### config.mk
export PLATFORM = sky130hd
export DESIGN_NAME = array_index_pipeline
export DESIGN_NICKNAME = d
export VERILOG_FILES = /design/src/rtl/array_index_pipeline_pkg.sv /design/src/rtl/array_index_pipeline_slice.sv /design/src/rtl/array_index_pipeline.sv
export SDC_FILE = /design/constraint.sdc
export NUM_CORES = 1
export LEC_CHECK = 0
export ABC_AREA = 1
export CORE_UTILIZATION = 23
export DETAILED_ROUTE_END_ITERATION = 6
export PLACE_DENSITY = 0.42
export SLEW_MARGIN = 0
export SYNTH_ARGS = -nofsm -noshare
export SYNTH_HDL_FRONTEND = slang
export SYNTH_SLANG_ARGS = --single-unit
### constraint.sdc
create_clock -name clk -period 3.8 [get_ports clk]
set_input_delay 0.95 -clock clk [delete_from_list [all_inputs] [get_ports clk]]
set_output_delay 0.95 -clock clk [all_outputs]
set_load 0.005 [all_outputs]
### src/rtl/array_index_pipeline_pkg.sv
`default_nettype none
// ============================================================================
// Module      : array_index_pipeline_pkg
// Description : Shared helpers for the array-index pipeline: index width,
//               bounds predicate and stage-payload width. The stage payload
//               is laid out as {data[ELEM_W-1:0], oob}, data in the upper bits.
// Revision    : 1.0 - initial release
// ============================================================================
package array_index_pipeline_pkg;

    // One extra bit over the selector so that sel + OFFSET cannot wrap.
    function automatic int idx_width(input int sel_w);
        return sel_w + 1;
    endfunction

    // True when an index addresses a real element of the array.
    function automatic logic in_bounds(input int idx, input int num_elems);
        return (idx < num_elems);
    endfunction

    // Width of one stage payload: element data plus the out-of-bounds flag.
    function automatic int payload_width(input int elem_w);
        return elem_w + 1;
    endfunction

endpackage
`default_nettype wire

### src/rtl/array_index_pipeline_slice.sv
`default_nettype none
// ============================================================================
// Module      : array_index_pipeline_slice
// Description : One valid/ready register slice. Loads whenever it is empty or
//               its consumer is ready, so an empty slice absorbs data even while
//               everything downstream is stalled.
// Ports       : clk, rst         - clock, synchronous active-high reset
//               i_valid/o_ready  - upstream handshake (o_ready is combinational)
//               i_data           - upstream payload
//               o_valid/i_ready  - downstream handshake
//               o_data           - registered payload
// Revision    : 1.0 - initial release
// ============================================================================
module array_index_pipeline_slice
    import array_index_pipeline_pkg::*;
#(
    parameter int DATA_W = 33
) (
    input  logic              clk,
    input  logic              rst,
    input  logic              i_valid,
    output logic              o_ready,
    input  logic [DATA_W-1:0] i_data,
    output logic              o_valid,
    input  logic              i_ready,
    output logic [DATA_W-1:0] o_data
);

    logic              r_valid;
    logic [DATA_W-1:0] r_data;
    logic              w_ready;

    assign w_ready = !r_valid || i_ready;
    assign o_ready = w_ready;
    assign o_valid = r_valid;
    assign o_data  = r_data;

    always_ff @(posedge clk) begin
        if (rst) begin
            r_valid <= 1'b0;
            r_data  <= '0;
        end else if (w_ready) begin
            r_valid <= i_valid;
            // Payload only moves with a real transaction; it holds otherwise.
            if (i_valid) begin
                r_data <= i_data;
            end
        end
    end

endmodule
`default_nettype wire

### src/rtl/array_index_pipeline.sv
`default_nettype none
// ============================================================================
// Module      : array_index_pipeline
// Description : Stall-capable pipeline selecting element (sel + OFFSET) from a
//               flattened array. Stage 1 registers the request, stage 2 does
//               the select, stages 3..STAGES are plain register slices.
//               Optional feature macro ARRAY_INDEX_PIPELINE_BOUNDS_CHECK_EN:
//               out-of-bounds indices clamp to the last element and raise
//               out_oob. Without it out_oob is constant 0.
// Ports       : clk, rst              - clock, synchronous active-high reset
//               in_valid/in_ready     - request handshake
//               in_sel, in_arr        - selector and flattened array
//               out_valid/out_ready   - result handshake
//               out_data, out_oob     - selected element, out-of-bounds flag
// Revision    : 1.0 - initial release
// ============================================================================
module array_index_pipeline
    import array_index_pipeline_pkg::*;
#(
    parameter int ELEM_W    = 32,
    parameter int NUM_ELEMS = 4,
    parameter int SEL_W     = 2,
    parameter int OFFSET    = 1,
    parameter int STAGES    = 3
) (
    input  logic                        clk,
    input  logic                        rst,
    input  logic                        in_valid,
    output logic                        in_ready,
    input  logic [SEL_W-1:0]            in_sel,
    input  logic [NUM_ELEMS*ELEM_W-1:0] in_arr,
    output logic                        out_valid,
    input  logic                        out_ready,
    output logic [ELEM_W-1:0]           out_data,
    output logic                        out_oob
);

    localparam int c_IDX_W = idx_width(SEL_W);
    localparam int c_PL_W  = payload_width(ELEM_W);

    typedef struct packed {
        logic [ELEM_W-1:0] data;
        logic              oob;
    } payload_t;

    // Ready/valid/payload per stage; w_rdy[STAGES+1] is the consumer's ready.
    logic     w_rdy      [2:STAGES+1];
    logic     w_pl_valid [2:STAGES];
    payload_t w_pl       [2:STAGES];

    // ---------------------------------------------------------------- stage 1
    logic                        r_s1_valid;
    logic [SEL_W-1:0]            r_s1_sel;
    logic [NUM_ELEMS*ELEM_W-1:0] r_s1_arr;
    logic                        w_s1_ready;

    assign w_s1_ready = !r_s1_valid || w_rdy[2];
    assign in_ready   = w_s1_ready && !rst;

    always_ff @(posedge clk) begin
        if (rst) begin
            r_s1_valid <= 1'b0;
            r_s1_sel   <= '0;
            r_s1_arr   <= '0;
        end else if (w_s1_ready) begin
            r_s1_valid <= in_valid;
            if (in_valid) begin
                r_s1_sel <= in_sel;
                r_s1_arr <= in_arr;
            end
        end
    end

    // ---------------------------------------------------------------- stage 2
    logic [c_IDX_W-1:0] w_idx;
    logic [ELEM_W-1:0]  w_sel_data;
    logic               w_oob;
    logic               r_s2_valid;
    payload_t           r_s2_pl;

    assign w_idx = {1'b0, r_s1_sel} + c_IDX_W'(OFFSET);

    always_comb begin
        w_sel_data = '0;
        w_oob      = 1'b0;
        for (int k = 0; k < NUM_ELEMS; k++) begin
            if (int'(w_idx) == k) begin
                w_sel_data = r_s1_arr[k*ELEM_W +: ELEM_W];
            end
        end
`ifdef ARRAY_INDEX_PIPELINE_BOUNDS_CHECK_EN
        if (!in_bounds(int'(w_idx), NUM_ELEMS)) begin
            w_oob      = 1'b1;
            w_sel_data = r_s1_arr[(NUM_ELEMS-1)*ELEM_W +: ELEM_W];
        end
`endif
    end

    assign w_rdy[2] = !r_s2_valid || w_rdy[3];

    always_ff @(posedge clk) begin
        if (rst) begin
            r_s2_valid <= 1'b0;
            r_s2_pl    <= '0;
        end else if (w_rdy[2]) begin
            r_s2_valid <= r_s1_valid;
            if (r_s1_valid) begin
                r_s2_pl <= '{data: w_sel_data, oob: w_oob};
            end
        end
    end

    assign w_pl_valid[2] = r_s2_valid;
    assign w_pl[2]       = r_s2_pl;

    // --------------------------------------------------------- stages 3..N
    for (genvar i = 3; i <= STAGES; i++) begin : g_slice
        array_index_pipeline_slice #(
            .DATA_W (c_PL_W)
        ) u_slice (
            .clk     (clk),
            .rst     (rst),
            .i_valid (w_pl_valid[i-1]),
            .o_ready (w_rdy[i]),
            .i_data  (w_pl[i-1]),
            .o_valid (w_pl_valid[i]),
            .i_ready (w_rdy[i+1]),
            .o_data  (w_pl[i])
        );
    end

    // ----------------------------------------------------------------- output
    assign w_rdy[STAGES+1] = out_ready;
    assign out_valid       = w_pl_valid[STAGES];
    assign out_data        = w_pl[STAGES].data;
    assign out_oob         = w_pl[STAGES].oob;

endmodule
`default_nettype wire
**Word level (Yosys, flattened, before mapping)**

Index checks and enable logic that the tools add are counted.

- Input port bits: 134
- Word-level logic and storage cells: 27
- Output and inout port bits: 35
- Register bits: 197

- Muxes and demuxes: 4
- Add/sub/neg operators: 1
- Reductions and logical operators: 12
- Eq/ne operators: 3

Operators with widths:

| kind | number |
|---|---|
| $mux 32 | 4 |
| $eq 3x3->1 const B | 2 |
| $reduce_and 2->1 | 3 |
| $logic_not 1->1 | 4 |
| $add 2x1->3 const B | 1 |
| $eq 3x2->1 const B | 1 |
| $logic_not 3->1 | 1 |
| $logic_or 1x1->1 | 3 |
| $logic_and 1x1->1 | 1 |

**Longest topological paths before layout**

Gate-level depths: netlist (run 1).

- Depth after elaboration: 6
- Gate-level depth with buffers: 8
- Depth with buffers taken out: 6

**By module**

From an unflattened synthesis (run 1), not the netlist that was laid out.

- Cells, all modules: 1,171
- Area total of the unflattened synthesis: 7,995.2 µm²

By module, submodules not included:

| module | area each (µm²) | cells an instance | times used | seq. area each (µm²) |
|---|---|---|---|---|
| array_index_pipeline | 6,480.0 | 950 | 1 | 2,642.5 |
| array_index_pipeline_slice | 1,515.2 | 221 | 1 | 680.7 |

**Worst setup path after synthesis (run 1)**

No wires, ideal clock.

- Path type: input to output
- From: in out_ready
- To: out in_ready
- Buffers on the path: 3
- Cell stages on the path: 7
- Data arrival time: 1,586 ps
- Path slack: 1,264 ps
- Cell sequence: inv_2 > nand4_1 > buf_4 > buf_6 > buf_2 > nand2_1 > inv_1

- Longest elaborated chain between the ends: 4

Ends and longest elaborated chain:

| what | RTL line | RTL |
|---|---|---|
| start: declaration | array_index_pipeline.sv:33 | `input logic out_ready,` |
| $logic_or 1x1->1 | array_index_pipeline_slice.sv:33 | `assign w_ready = !r_valid \|\| i_ready;` |
| $logic_or 1x1->1 | array_index_pipeline.sv:99 | `assign w_rdy[2] = !r_s2_valid \|\| w_rdy[3];` |
| $logic_or 1x1->1 | array_index_pipeline.sv:57 | `assign w_s1_ready = !r_s1_valid \|\| w_rdy[2];` |
| $logic_and 1x1->1 | array_index_pipeline.sv:58 | `assign in_ready = w_s1_ready && !rst;` |
| end: declaration | array_index_pipeline.sv:29 | `output logic in_ready,` |

No other way between the ends.

**Final worst setup path (run 1)**

Ends and elaborated chain as after synthesis.

==> metrics.log, run 1 <==
INFO  metric outcome = finished clean
INFO  metric die_width = between 150 and 200 um
INFO  metric drive_above_1_share = 3.96%
INFO  metric yosys.area.top_type_share = 43.5%
INFO  metric timing.final.hold_violations = 0
INFO  metric synth.most_common_cell = sky130_fd_sc_hd__nor2_1
INFO  metric worstSkewPairLatency = 0.43 ns
INFO  metric worst-slew-pin-transition = 0.990 ns
INFO  metric design_area = around 10000 um2
INFO  metric die_area = around 34,000 um2
INFO  metric syn_nets = between 1,000 and 1,500
INFO  metric timing.setup.tns = 0 ns
INFO  metric design.core.area = 32,500 um2
INFO  metric place.gp.congestion = 0.749
INFO  metric final.min_clock_period = between 3 and 4 ns
INFO  metric timing.hold.worst.start = r_s1_arr[89]
INFO  metric yosys.cell_types.count = 16
INFO  metric worst_slew_margin_rel = 33.9%
INFO  metric post-layout-total-power = 0.00427 W
INFO  metric critPathArrivalTime = 2.37 ns
INFO  metric cp_data_required_time = 2.85 ns
INFO  metric critPathSlowestCell = sky130_fd_sc_hd__clkdlybuf4s50_1
INFO  metric cell_internal_pwr = 0.00306 W
INFO  metric port-buffer-count = between 100 and 150
INFO  metric die_height = around 180 um
INFO  metric drc = 0
INFO  metric skew = 0.0123 ns
INFO  metric cts_made_buffers = 17
INFO  metric net-switching-power = 0.00122 W
INFO  metric cpLargestDelayFamily = buffers and inverters
INFO  metric clockBufferDepth = 2
INFO  metric grt-ovfl-total = 0
INFO  metric grt_first_pass_wirelength = 36,500 um
INFO  metric drt_pass1_iterations = 5
INFO  metric yosys-top-cells-count = sky130_fd_sc_hd__nor2_1 (226), sky130_fd_sc_hd__nand2_1 (198), sky130_fd_sc_hd__nand3_1 (195)
INFO  metric route.final.wire_length = about 22,000 um
INFO  metric crit_path_max_fanout = 3
INFO  metric power_per_cell_area = about 440 nW/um2
INFO  metric cts.htree.levels = 4
INFO  metric static_power_due_to_leakage = 4.49 nW
INFO  metric sequential_element_share_of_the_synthesized_area = 43.5%
INFO  metric post-cts-setup-buffer-count = 0
INFO  metric cts.repair.resized = 0
INFO  metric final-seq-area = 3300 um2
INFO  metric timing.reg2reg.setup_slack = 1.37 ns
INFO  metric timing.final.max_slew_violations = 0
INFO  metric ys.flop_type = sky130_fd_sc_hd__dfxtp_1
INFO  metric timing.fmax = 301 MHz
INFO  metric reg2reg_depth = 6
INFO  metric antenna_left = 0
INFO  metric timing.critical_path.slowest_cell_delay = 0.51 ns
INFO  metric relative_contribution_of_sequential_cells_to_total_power = around 45%
INFO  metric min_delay_path_depth = 2
INFO  metric routed_wire_length_per_instance = 13.3 um
INFO  metric synth_area_per_cell = roughly 6.6 um2
INFO  metric starting_utilization_of_the_core_area = between 20% and 30%
INFO  metric clk_pin_slew_worst_paths = 0.07 ns
INFO  metric nFillCells = ~3,700
INFO  metric standard_cell_rows = between 60 and 70
INFO  metric layout-area-overhead-vs-synth = 28.2%
INFO  metric reg2reg_from = r_s1_sel[1]
INFO  metric placed_cell_area = 9130 um2
INFO  metric grt_max_degree = around 200
INFO  metric path_cells = clkdlybuf4s50_1 > inv_2 > nand4_1 > nand2_1 > inv_1 > clkdlybuf4s50_1
INFO  metric place_ws = 0.438 ns
INFO  metric dr.first_iter.drc_count = 487
INFO  metric multi_input_area = about 3300 um2
INFO  metric initial_antenna_violation_count = 0
INFO  metric drv_cap = 0
INFO  metric hpwl = 14,100 um
INFO  metric critPathKind = input pin to output port
INFO  metric io-pin-count = ~170
INFO  metric synth-async-reset-ratio = 0%
INFO  metric vias_per_cell = 4.12
INFO  metric clock_power_share = between 40% and 50%
INFO  metric global_route.usage.total = 13.7%
INFO  metric synth-edff-count = 0
INFO  metric post-route-period-util = 87.5%
INFO  metric dr_total_vias = ~6,900
INFO  metric final_nets = 1,357
INFO  metric synth.yosys.warnings = 0
INFO  metric combined_buffer_and_inverter_count_along_the_critical_path = 4
INFO  metric hold_buf_count_cts = 0
INFO  metric post-synth-top-area-cell = sky130_fd_sc_hd__dfxtp_1
INFO  metric netlist_top_cells_area = sky130_fd_sc_hd__dfxtp_1 (44%), sky130_fd_sc_hd__nand3_1 (13%), sky130_fd_sc_hd__nor2_1 (11%)
INFO  metric r2r-end = r_s2_pl[20]
INFO  metric timing.final.ws_setup = 0.475 ns
INFO  metric tritoncts_clock_tree = yes
INFO  metric report.final.setup_viol = 0
INFO  metric cp-end-kind = output port
INFO  metric min_to = r_s1_arr[89]
INFO  metric ys_ff_latch = 165
INFO  metric vdd_ir_drop_max = 0.000323 V
INFO  metric clk_root_buffer_cell = sky130_fd_sc_hd__clkbuf_16
INFO  metric syn-cell-area = 7590 um2
INFO  metric worst_hold_path_type = flip-flop to flip-flop
INFO  metric final.hold.worst_slack = 0.482 ns
INFO  metric pwr-share-comb = between 10 and 15%
INFO  metric path_common_cell = sky130_fd_sc_hd__clkdlybuf4s50_1
INFO  metric swShare = roughly 28%
INFO  metric diodes = 0
INFO  metric tritoncts_num_sinks = 165
INFO  metric syn_inst = 1,157
INFO  metric setup_repair_after_global_routing_missed_its_margin = false
INFO  metric grt_pass1_vias = 6,563
INFO  metric startpoint_class = input pin
-- cell type report --
type,instances,area share (%)
sequential,165,33.9
inverter,137,5.31
tap,442,5.68
clock buffer,17,4.37
timing repair buffer,147,15.5
clock inverter,15,1.83
multi-input combinational,755,33.4
-- worst reg2reg max path, cell delays in order (launching register included) --
cell,delay [ns]
sky130_fd_sc_hd__dfxtp_1,0.83
sky130_fd_sc_hd__inv_1,0.69
sky130_fd_sc_hd__buf_4,0.39
sky130_fd_sc_hd__nand3_1,0.08
sky130_fd_sc_hd__nand3_1,0.16
sky130_fd_sc_hd__nor2_1,0.13
sky130_fd_sc_hd__nor2_1,0.04
-- layer usage --
metal | vias up | track usage [%] | share of wire (%)
met5 | - | 0 | 0
met4 | 0 | 3.47 | 0.86
met3 | 10 | 2.56 | 3.4
met2 | 113 | 20.0 | 41
met1 | 3057 | 20.5 | 55
li1 | 3727 | - | -
-- kinds of logic (layout without fill, tap and decap cells) --
kind of cell    count (synthesis)  after routing  synth area share, %
simple gates                  621            621                 34.0
compound gates                133            133                 8.77
buf+inv                       237            316                 13.7
other cells                     1              1               0.0494
flops                         165            165                 43.5
-- registers in the layout, summed over array words and instances (netlist names) --
register and flops:
r_s1_arr 96, g_slice.u_slice.o_valid 1, r_s1_valid 1, r_s2_pl 32, r_s2_valid 1, r_s1_sel 2
g_slice.u_slice.o_data 32
-- placed cells by master (no fill, tap or decap), drive strengths merged --
| cell | n |
|---|---|
| a21oi | 101 |
| buf | 13 |
| bufinv | 1 |
| clkbuf | 17 |
| clkdlybuf4s50 | 134 |
| clkinv | 5 |
| conb | 1 |
| dfxtp | 165 |
| inv | 146 |
| nand2 | 198 |
| nand3 | 195 |
| nand4 | 1 |
| nor2 | 227 |
| o21ai | 32 |
-- worst max path at each step --
stage,from,end,slack (ns),cells after the start
finish,out_ready,in_ready,0.48,6
floorplan,out_ready,in_ready,1.26,7
global route,out_ready,in_ready,0.39,6
detailed placement,out_ready,in_ready,0.44,6
global placement,out_ready,in_ready,0.44,6
CTS,out_ready,in_ready,0.42,6
-- stage by stage --
stage	utilization, %	cells
floorplan	-	1157
global placement	28.1	1646
detailed placement	28.1	1646
CTS	29.9	1678
global route	29.9	1678
finish	29.9	1678
-- power groups by stage --
stage          combinational, W  sequential (W)  clock [W]
3_3_place_gp           0.000587         0.00195          0
6_report               0.000579         0.00191    0.00179
5_1_grt                0.000661         0.00192    0.00192
4_1_cts                0.000590         0.00191    0.00184
3_5_place_dp           0.000589         0.00195          0
2_1_floorplan          0.000350         0.00193          0
No activity file was read; power rests on OpenSTA's default activity.
==> run 2, diff against run 1 <==
- CELL_PAD_IN_SITES_DETAIL_PLACEMENT: default -> 1
- CELL_PAD_IN_SITES_GLOBAL_PLACEMENT: default -> 1
- PLACE_DENSITY: 0.42 -> 0.55
==> run 2 against run 1 <==
First-iteration DRC count fell by 14%. Via count rose by 2.8%. Cell area fell by 0.28%. Non-clock buffer count rose by 3. Maximum frequency fell by 0.33%. Critical endpoint unchanged. Largest cell class unchanged. Largest power group unchanged.
==> metrics.log, run 2 (same netlist as run 1, synthesis figures left out) <==
INFO  metric critPathArrivalTime = 2.39 ns (+0.02 ns)
INFO  metric worst_hold_path_type = flip-flop to flip-flop
INFO  metric place.gp.congestion = 0.729 (-2.7%)
INFO  metric post-cts-setup-buffer-count = 0 (unchanged)
INFO  metric cts_made_buffers = 17 (unchanged)
INFO  metric post-route-period-util = 87.8% (+0.29 points)
INFO  metric die_area = 33,700 um2 (unchanged)
INFO  metric grt_max_degree = 163 (-18%)
INFO  metric path_cells = clkdlybuf4s50_1 > inv_2 > nand4_1 > nand2_1 > inv_1 > clkdlybuf4s50_1
INFO  metric cts.htree.levels = 4 (unchanged)
INFO  metric power_per_cell_area = 434 nW/um2 (-1.2%)
INFO  metric timing.final.max_slew_violations = 0 (unchanged)
INFO  metric layout.cells.most_common = sky130_fd_sc_hd__nor2_1
INFO  metric min_delay_path_depth = 2 (unchanged)
INFO  metric diodes = 0 (unchanged)
INFO  metric hold_buf_count_cts = 0 (unchanged)
INFO  metric starting_utilization_of_the_core_area = 23.3% (unchanged)
INFO  metric cts.repair.resized = 0 (unchanged)
INFO  metric initial_antenna_violation_count = 0 (unchanged)
INFO  metric largest_register = r_s1_arr
INFO  metric antenna_left = 0 (unchanged)
INFO  metric report.final.setup_viol = 0 (unchanged)
INFO  metric post-layout-total-power = 0.00421 W (-1.4%)
INFO  metric path_common_cell = sky130_fd_sc_hd__clkdlybuf4s50_1
INFO  metric vdd_ir_drop_max = 0.000297 V (-8.0%)
INFO  metric drc = 0 (unchanged)
INFO  metric standard_cell_rows = 66 (unchanged)
INFO  metric grt_pass1_vias = 7,126 (+8.6%)
INFO  metric cp_data_required_time = 2.85 ns (about the same)
INFO  metric final.hold.worst_slack = 0.481 ns (-0.00161 ns)
INFO  metric io-pin-count = 169 (unchanged)
INFO  metric design.core.area = 32,500 um2 (unchanged)
INFO  metric timing.reg2reg.setup_slack = 1.83 ns (+0.46 ns)
INFO  metric timing.final.ws_setup = 0.464 ns (-0.0111 ns)
INFO  metric grt-ovfl-total = 0 (unchanged)
INFO  metric clk_pin_slew_worst_paths = 0.07 ns (about the same)
INFO  metric timing.critical_path.depth = 6 (unchanged)
INFO  metric tritoncts_num_sinks = 165 (unchanged)
INFO  metric min_to = g_slice[3].u_slice.o_data[25]
INFO  metric cpLargestDelayFamily = buffers and inverters
INFO  metric static_power_due_to_leakage = 4.47 nW (-0.42%)
INFO  metric die_width = 184 um (unchanged)
INFO  metric final_nets = 1,360 (+0.22%)
INFO  metric hpwl = 15,500 um (+10%)
INFO  metric timing.final.hold_violations = 0 (unchanged)
INFO  metric final.min_clock_period = 3.34 ns (+0.0111 ns)
INFO  metric crit_path_max_fanout = 3 (unchanged)
INFO  metric worst-slew-pin-transition = 0.980 ns (-0.00987 ns)
INFO  metric placedCellCount = 1,649 (+0.18%)
INFO  metric dr.first_iter.drc_count = 421 (-14%)
INFO  metric tritoncts_clock_tree = yes
INFO  metric final_cell_count_no_fill = 1,681 (+0.18%)
INFO  metric layout_common_cells = sky130_fd_sc_hd__nor2_1 (226), sky130_fd_sc_hd__nand2_1 (197), sky130_fd_sc_hd__nand3_1 (195)
INFO  metric setup_repair_after_global_routing_missed_its_margin = false
INFO  metric drv_cap = 0 (unchanged)
INFO  metric layout-area-overhead-vs-synth = 27.9%
INFO  metric flip_flop_count_of_the_largest_register_all_copies_and_words_added = 96 (unchanged)
INFO  metric worstSkewPairLatency = 0.43 ns (about the same)
INFO  metric cp-end-kind = output port
INFO  metric dr_total_vias = 7,102 (+2.8%)
INFO  metric drt_pass1_iterations = 4 (-1)
INFO  metric global_route.usage.total = 14.6% (+0.90 points)
INFO  metric reg2reg_from = r_s1_sel[1]
INFO  metric routed_wire_length_per_instance = 14.1 um (+5.9%)
INFO  metric timing.setup.tns = 0 ns (unchanged)
INFO  metric clk_root_buffer_cell = sky130_fd_sc_hd__clkbuf_16
INFO  metric worst_slew_margin_rel = 34.5% (+0.57 points)
INFO  metric timing.hold.worst.start = g_slice[3].u_slice.o_data[25]
INFO  metric critPathKind = input pin to output port
INFO  metric skew = 0.0126 ns (+0.000241 ns)
INFO  metric reg2reg_depth = 6 (unchanged)
INFO  metric route.final.wire_length = 23,700 um (+6.1%)
INFO  metric timing.fmax = 300 MHz (-0.33%)
INFO  metric clockBufferDepth = 2 (unchanged)
INFO  metric grt_first_pass_wirelength = 38,600 um (+5.8%)
INFO  metric critPathSlowestCell = sky130_fd_sc_hd__clkdlybuf4s50_1
INFO  metric outcome = finished clean
INFO  metric drive_above_1_share = 4.28% (+0.31 points)
INFO  metric r2r-end = r_s2_pl[21]
INFO  metric vias_per_cell = 4.22 (+2.6%)
INFO  metric die_height = 184 um (unchanged)
INFO  metric place_ws = 0.416 ns (-0.0214 ns)
INFO  metric port-buffer-count = 135 (unchanged)
INFO  metric startpoint_class = input pin
INFO  metric combined_buffer_and_inverter_count_along_the_critical_path = 4 (unchanged)
INFO  metric timing.critical_path.slowest_cell_delay = 0.50 ns (about the same)
run 2: cell count changes in the layout (fill, tap and decap cells not counted), sizes merged:
cell,delta
inv,-3
clkinv,-1
buf,+3
clkbuf,+1
clkinvlp,+3
run 2: layout make-up:
| class | instances | area (um2) |
|---|---|---|
| fill | 4046 | 22800 |
| clock buffer | 18 | 429 |
| timing repair buffer | 150 | 1500 |
| tap | 442 | 553 |
| clock inverter | 14 | 141 |
| sequential | 165 | 3310 |
| multi-input combinational | 755 | 3260 |
| inverter | 137 | 517 |
run 2: how the worst max path moves through the flow:
| stage | startpoint | endpoint |
|---|---|---|
| after floorplan | out_ready | in_ready |
| after global placement | out_ready | in_ready |
| after detailed placement | out_ready | in_ready |
| after CTS | out_ready | in_ready |
| after global routing | out_ready | in_ready |
| final | out_ready | in_ready |
run 2: worst register-to-register path, delay by kind of cell, from the launching register on:
kind / cells / cell delay (ns)
DFF: 1 / 0.32
and+or+nand+nor: 5 / 1.33
buffers and inverters: 1 / 0.28
run 2: power breakdown:
part           switching [W]  leakage, nW  internal (W)
combinational       0.000324         2.83      0.000267
clock               0.000796        0.272      0.000922
sequential         0.0000599         1.37       0.00184
total                0.00118         4.47       0.00303
run 2: through the flow:
| step | area (um2) | util, % |
|---|---|---|
| final | 9710 | 29.8 |
| after global routing | 9710 | 29.8 |
| after CTS | 9710 | 29.8 |
| after detailed placement | 9140 | 28.1 |
| after global placement | 9140 | 28.1 |
| after floorplan | 7590 | - |
run 2: layer usage:
metal  track usage, %  wire length (um)
met5                0                 0
met4             4.33               288
met3             2.20               733
met2             22.2             10100
met1             21.2             12600
